File: src/rtl/alu_seq_pkg.sv
// alu_seq_pkg: opcodes, FSM states and ALU select mapping for alu_seq
package alu_seq_pkg;
  localparam logic [2:0] OP_ADD = 3'd0;
  localparam logic [2:0] OP_SUB = 3'd1;
  localparam logic [2:0] OP_AND = 3'd2;
  localparam logic [2:0] OP_OR  = 3'd3;
  localparam logic [2:0] OP_XOR = 3'd4;
  localparam logic [2:0] OP_NOT = 3'd5;
  localparam logic [2:0] OP_LDI = 3'd6;
  localparam logic [2:0] OP_RSV = 3'd7;
  typedef enum logic [1:0] {IDLE, EXEC, RESP} state_t;
  // {sub, fas, and, or, xor, not}
  function automatic logic [5:0] op_sel(input logic [2:0] op);
    return op == OP_ADD ? 6'b010000 :
           op == OP_SUB ? 6'b110000 :
           op == OP_AND ? 6'b001000 :
           op == OP_OR  ? 6'b000100 :
           op == OP_XOR ? 6'b000010 :
           op == OP_NOT ? 6'b000001 : 6'b000000;
  endfunction
endpackage

File: src/rtl/alu_seq_regfile.sv
// alu_seq_regfile: NREG x 16 register file, two async reads, one sync write
module alu_seq_regfile #(
  parameter int NREG = 4,
  localparam int AW = $clog2(NREG)
) (
  input  logic          clk,
  input  logic          rst,
  input  logic          we,
  input  logic [AW-1:0] wa,
  input  logic [15:0]   wd,
  input  logic [AW-1:0] ra,
  input  logic [AW-1:0] rb,
  output logic [15:0]   rda,
  output logic [15:0]   rdb
);
  logic [15:0] r [NREG];
  always_ff @(posedge clk)
    if (rst) r <= '{default: '0};
    else if (we) r[wa] <= wd;
  always_comb begin
    rda = r[ra];
    rdb = r[rb];
  end
endmodule

File: src/rtl/alu_seq.sv
// alu_seq: command sequencer driving the ripple ALU select-line interface
module alu_seq
  import alu_seq_pkg::*;
#(
  parameter int NREG = 4,
  localparam int AW = $clog2(NREG)
) (
  input  logic          clk,
  input  logic          rst,
  input  logic          cmd_valid,
  output logic          cmd_ready,
  input  logic [2:0]    cmd_op,
  input  logic [AW-1:0] cmd_rd,
  input  logic [AW-1:0] cmd_ra,
  input  logic [AW-1:0] cmd_rb,
  input  logic [15:0]   cmd_imm,
  output logic          rsp_valid,
  input  logic          rsp_ready,
  output logic [15:0]   rsp_data,
  output logic [2:0]    rsp_flags,
  output logic          rsp_err,
  output logic [15:0]   alu_a,
  output logic [15:0]   alu_b,
  output logic          alu_s_sub,
  output logic          alu_s_fas,
  output logic          alu_s_and,
  output logic          alu_s_or,
  output logic          alu_s_xor,
  output logic          alu_s_not,
  input  logic [15:0]   alu_r,
  input  logic          alu_cout
);
  state_t        state;
  logic [2:0]    op;
  logic [AW-1:0] rd, ra, rb;
  logic [15:0]   imm, rda, rdb, res;
  logic          exec, rsv, we, c;
  alu_seq_regfile #(.NREG(NREG)) u_rf (
    .clk(clk), .rst(rst), .we(we), .wa(rd), .wd(res),
    .ra(ra), .rb(rb), .rda(rda), .rdb(rdb)
  );
  always_comb begin
    exec = state == EXEC;
    rsv = op == OP_RSV;
    we = exec && !rsv;
    cmd_ready = state == IDLE;
    rsp_valid = state == RESP;
    {alu_s_sub, alu_s_fas, alu_s_and, alu_s_or, alu_s_xor, alu_s_not} = exec ? op_sel(op) : 6'b0;
    alu_a = exec ? rda : '0;
    alu_b = exec ? rdb : '0;
    res = rsv ? '0 : op == OP_LDI ? imm : alu_r;
    c = (op == OP_ADD || op == OP_SUB) && alu_cout;
  end
  always_ff @(posedge clk)
    if (rst) begin
      state <= IDLE;
      {op, rd, ra, rb, imm} <= '0;
      {rsp_data, rsp_flags, rsp_err} <= '0;
    end else
      case (state)
        IDLE: if (cmd_valid) begin
          {op, rd, ra, rb, imm} <= {cmd_op, cmd_rd, cmd_ra, cmd_rb, cmd_imm};
          state <= EXEC;
        end
        EXEC: begin
          rsp_data <= res;
          rsp_flags <= {res[15], c, !rsv && res == '0};
          rsp_err <= rsv;
          state <= RESP;
        end
        RESP: if (rsp_ready) state <= IDLE;
        default: state <= IDLE;
      endcase
endmodule

File: config.mk
export PLATFORM = sky130hd
export DESIGN_NAME = alu_seq
export DESIGN_NICKNAME = d
export VERILOG_FILES = /design/src/rtl/alu_seq_pkg.sv /design/src/rtl/alu_seq_regfile.sv /design/src/rtl/alu_seq.sv
export SDC_FILE = /design/constraint.sdc
export NUM_CORES = 1
export LEC_CHECK = 0
export CAP_MARGIN = 25
export CORE_MARGIN = 3
export CORE_UTILIZATION = 45
export CTS_CLUSTER_DIAMETER = 50
export CTS_CLUSTER_SIZE = 16
export DETAILED_ROUTE_END_ITERATION = 10
export PLACE_DENSITY = 0.77
export SYNTH_ARGS = -nofsm -noshare
export SYNTH_HDL_FRONTEND = slang
export SYNTH_SLANG_ARGS = --single-unit
export TNS_END_PERCENT = 5
File: constraint.sdc
create_clock -name clk -period 5 [get_ports clk]
set_input_delay 1 -clock clk [delete_from_list [all_inputs] [get_ports clk]]
set_output_delay 1 -clock clk [all_outputs]
set_load 0.1 [all_outputs]
==> flow_metrics.py, run 1 <==
metrics = {
    "synthesis": {
        "synth_top_area_cell": "dfxtp_1",
        "ys_types": 36,
        "async_flop_share_pct": 0,
        "syn_inst": 537,
        "yosysTopAreaCellShare_pct": 41.7,
        "netlist_area_um2": 5280,
        "synthFlopType": "dfxtp_1",
        "synth-seq-cells": 110,
        "synth_fp_nets": 583,
        "syn_avg_cell_area_um2": 9.83,
        "synthTopCellsByArea": "dfxtp_1 (42%), mux4_2 (14%), a211oi_1 (9.5%), nor2_1 (5.3%), and2_1 (4.0%)",
        "synth_edf_count": 0,
        "yosys_warnings": 0,
        "seq_area_frac_synth_pct": 41.7,
    },
    "die": {
        "coreArea_um2": 11200,
        "die_area_um2": 13100,
        "start_util_pct": 47.3,
        "num_io_pins": 106,
        "dieWidth_um": 114,
        "rows": 38,
        "die_h_um": 114,
    },
    "route": {
        "routed_wl_um": 14000,
        "drt-initial-drc-count": 432,
        "post_drt_wl_per_cell_um": 18.7,
        "first_pass_iters": 4,
        "drc": 0,
        "num_vias": 4387,
        "vias_per_cell": 5.84,
        "postRouteAntennaNets": 0,
    },
    "setup_path": {
        "arrival_ps": 3040,
        "r2r_cells": 6,
        "endpoint_kind": "primary output",
        "path_class": "register to primary output",
        "r2r-end": "u_rf.r[5]",
        "cp_max_fo": 34,
        "rrSetupSlack_ps": 2280,
        "cp_data_required_time_ps": 4000,
        "reg2reg_from": "state[0]",
        "critPathLaunchType": "register",
    },
    "outcome": {
        "status": "completed",
    },
    "global_routing": {
        "grt_pass1_vias": 4407,
        "grt_first_pass_wirelength_um": 23000,
        "grt_antenna_before_repair": 0,
        "grt_usage_pct": 22.2,
        "overflow": 0,
        "grt_max_degree": 84,
    },
    "timing": {
        "rsz0062_at_grt": "false",
        "fmax_ghz": 0.247,
        "worst_pin_slew_ps": 1010,
        "holdWs_ps": 459,
        "min_period_ps": 4040,
        "fin_crit_sh_pct": 80.9,
        "finalMaxSlewViolations": 0,
        "setup_tns_ps": 0,
        "finalSetupViolations": 0,
        "max-slew-margin-rel_pct": 32.7,
        "setup_slack_ps": 956,
        "hold_viol": 0,
        "finalClockSkew_ps": 6.62,
    },
    "min_path": {
        "holdPathStages": 2,
        "min_from": "imm[6]",
        "hold_path_class": "register to register",
        "min_to": "imm[6]",
    },
    "clock_network": {
        "post_cts_buffers": 0,
        "ctsHoldBuffers": 0,
        "root_buffer": "clkbuf_16",
        "clock_sinks": 110,
        "cts_made_buffers": 9,
        "cts_tree": "built",
        "cts_htree_levels": 3,
        "worstSkewPairLatency_ps": 340,
        "clk_pin_slew_ps": 70,
        "clock_path_buffers": 2,
        "post_cts_resize_count": 0,
    },
    "power": {
        "leakagePower_nw": 2.16,
        "peakVddDrop_mv": 0.201,
        "total_power_mw": 2.04,
        "p_per_area_nw_per_um2": 309,
    },
    "final_layout": {
        "final_common_cell": "dfxtp_1",
        "num_antenna_cells": 0,
        "nets": 652,
        "drive_gt1_share_pct": 14.7,
        "layout_common_cells": "dfxtp_1 (110), clkdlybuf4s50_1 (104), nor2_1 (75)",
        "area_growth_pct": 25.0,
    },
    "place": {
        "hpwl_um": 9630,
        "preCtsSetupSlack_ps": 1310,
        "place_congestion": 0.797,
        "io_buffers": 105,
    },
    "run": {
        "drv_cap": 0,
    },
}
critical path, stage by stage, from the launching register on:
cell and delay [ps]:
dfxtp_1 430, nor2b_4 610, buf_4 330, and2_1 160, clkdlybuf4s50_1 1150
layout make-up:
type / count / area, µm²
multi-input cells: 371 / 2790
well taps: 140 / 175
fillers: 943 / 4570
clock buffers: 12 / 256
repair buffers: 114 / 1140
flip-flops and latches: 110 / 2200
clock inverters: 4 / 31.3
Yosys cell counts, drive strengths merged (4+ instances only):
master  count
a211oi     81
and2       34
dfxtp     110
nand2      54
a21oi      42
mux4       32
and4b      14
buf        28
nor4b       4
clkbuf     28
nor2       85
nor3b       5
routing by layer:
| layer | vias to the layer above | track usage [%] | share of wire, % |
|---|---|---|---|
| met5 | - | 0 | 0 |
| met4 | 0 | 6.49 | 1.5 |
| met2 | 137 | 38.8 | 52 |
| met3 | 18 | 4.49 | 4.7 |
| met1 | 2135 | 27.6 | 42 |
| li1 | 2097 | - | - |
worst max path at each step:
stage / endpoint / slack, ps / cells after the start / from
after floorplan: alu_s_xor / 160 / 3 / op[0]
after detailed placement: alu_b[10] / 1310 / 4 / state[0]
after CTS: alu_b[10] / 930 / 4 / state[0]
after global placement: alu_a[14] / 1440 / 4 / state[0]
after global routing: alu_b[10] / 780 / 4 / state[0]
final: alu_b[10] / 960 / 4 / state[0]
per-stage QoR:
step	instances	cell area, µm²	utilization, %
6_report	751	6600	59.1
5_1_grt	751	6600	59.1
2_1_floorplan	537	5280	-
4_1_cts	751	6600	59.1
3_5_place_dp	735	6310	56.5
3_3_place_gp	733	6270	56.1
power by group:
part           leakage, nW  switching, mW  internal (mW)
clock                0.131          0.316          0.367
combinational         1.14          0.256          0.140
sequential           0.896         0.0441          0.916
registers in the layout, summed over array words and instances, names as in the netlist:
register and cells:
imm 16, op 3, ra 2, rb 2, rd 2, rsp_data 16
rsp_err 1, rsp_flags 2, state 2, u_rf.r 64
cells by family after synthesis:
| family | Yosys count | synth area share, % |
|---|---|---|
| mux | 32 | 13.6 |
| buf+inv | 56 | 5.52 |
| flops | 110 | 41.7 |
| compound gates | 130 | 18.2 |
| simple gates | 209 | 21.0 |
No activity file was read; power rests on OpenSTA's default activity.
==> run 2: changes to the inputs <==
PLACE_DENSITY = 0.8   (was 0.77)
clock period = 3.6 ns   (was 5 ns; I/O delays follow)
==> run 2 against run 1 <==
Flip-flop and latch count unchanged. Routed wire length fell by 1.5%. First-iteration DRC count shrank 27%. Clock power up 39%. Die area unchanged. Final cell count increased by 0.13%. Combinational power rose by 37%. Largest power group unchanged.
==> flow_metrics.py, run 2 (synthesis gave the netlist of run 1 again) <==
metrics = {
    "outcome": {
        "status": "completed",
    },
    "global_routing": {
        "grt_max_degree": 64,
        "grt_first_pass_wirelength_um": 22000,
        "grt_usage_pct": 21.4,
        "overflow": 0,
        "grt_antenna_before_repair": 0,
        "grt_pass1_vias": 4316,
    },
    "power": {
        "p_per_area_nw_per_um2": 436,
        "total_power_mw": 2.82,
        "peakVddDrop_mv": 0.205,
        "leakagePower_nw": 2.24,
    },
    "clock_network": {
        "clock_path_buffers": 2,
        "clock_sinks": 110,
        "post_cts_resize_count": 0,
        "cts_tree": "built",
        "cts_made_buffers": 9,
        "worstSkewPairLatency_ps": 350,
        "clk_pin_slew_ps": 70,
        "ctsHoldBuffers": 0,
        "cts_htree_levels": 3,
        "root_buffer": "clkbuf_16",
        "post_cts_buffers": 0,
    },
    "route": {
        "vias_per_cell": 5.81,
        "drt-initial-drc-count": 316,
        "drc": 0,
        "post_drt_wl_per_cell_um": 18.4,
        "num_vias": 4369,
        "first_pass_iters": 7,
        "routed_wl_um": 13800,
        "postRouteAntennaNets": 0,
    },
    "setup_path": {
        "crit_chain": "mux4_2 -> and2_1 -> buf_4",
        "max_stage_delay_ps": 910,
        "cp_max_fo": 17,
        "critPathLaunchType": "register",
        "cp_slowest_cell": "dfxtp_1",
        "path_class": "register to primary output",
        "arrival_ps": 2090,
        "endpoint_kind": "primary output",
        "cp_data_required_time_ps": 2880,
    },
    "die": {
        "rows": 38,
        "coreArea_um2": 11200,
        "die_area_um2": 13100,
        "num_io_pins": 106,
        "start_util_pct": 47.3,
        "die_h_um": 114,
        "dieWidth_um": 114,
    },
    "timing": {
        "setup_slack_ps": 793,
        "setup_tns_ps": 0,
        "finalSetupViolations": 0,
        "worst_pin_slew_ps": 983,
        "rsz0062_at_grt": "false",
        "fmax_ghz": 0.356,
        "hold_viol": 0,
        "fin_crit_sh_pct": 78.0,
        "finalMaxSlewViolations": 0,
        "min_period_ps": 2810,
        "finalClockSkew_ps": 10.9,
        "holdWs_ps": 463,
        "max-slew-margin-rel_pct": 34.2,
    },
    "final_layout": {
        "drive_gt1_share_pct": 21.7,
        "multi_input_area_um2": 2800,
        "num_antenna_cells": 0,
        "seq_area_um2": 2200,
        "layout_common_cells": "dfxtp_1 (110), nor2_1 (75), a211oi_1 (67)",
        "area_growth_pct": 22.8,
        "top_register": "u_rf.r",
        "finalInstanceArea_um2": 6480,
        "nets": 653,
        "n_fill_cell": 926,
        "largest_reg_flops": 64,
        "final_common_cell": "dfxtp_1",
    },
    "place": {
        "place_congestion": 0.823,
        "hpwl_um": 9470,
        "io_buffers": 105,
        "preCtsSetupSlack_ps": 1160,
        "post_dp_cell_area_um2": 6200,
    },
    "min_path": {
        "hold_path_class": "register to register",
    },
    "run": {
        "drv_cap": 0,
    },
}
## run 2: final timing paths
check | slack (ps) | start | cells after the start | to
setup reg to reg | 1040 | op[2] | 4 | rsp_flags[0]
hold / removal | 460 | imm[0] | 2 | imm[0]
setup / recovery | 790 | rb[1] | 3 | alu_b[14]
hold reg to reg | 460 | imm[0] | 2 | imm[0]
## run 2: metrics by stage
step	utilization [%]	cells
after global placement	55.5	736
after floorplan	-	537
final	58.0	752
after global routing	58.0	752
after detailed placement	55.5	736
after CTS	58.0	752
## run 2: layer usage
metal	part of all wire, %	vias to the layer above	GRT usage (%)
li1	-	2101	-
met1	42	2099	26.6
met2	52	145	37.7
met3	4.9	24	3.81
met4	1.6	0	6.41
met5	0	-	0
## run 2: power breakdown
group / switching, mW / leakage (nW) / total [mW] / internal (mW)
Sequential: 0.0618 / 0.896 / 1.33 / 1.27
Combinational: 0.353 / 1.21 / 0.543 / 0.190
Clock: 0.469 / 0.134 / 0.947 / 0.478
## run 2: worst max-delay path: cells and delay by family, from the launching register on
kind / cells / cell delay [ps]
muxes: 1 / 430
buffers and inverters: 1 / 220
DFF: 1 / 910
and+or+nand+nor: 1 / 170
## run 2: area by class of cell
type | instances | share of cell area [%]
Clock buffer | 9 | 3.47
Clock inverter | 7 | 0.888
Multi-Input combinational cell | 371 | 43.2
Sequential cell | 110 | 34.0
Tap cell | 140 | 2.70
Timing Repair Buffer | 115 | 15.8
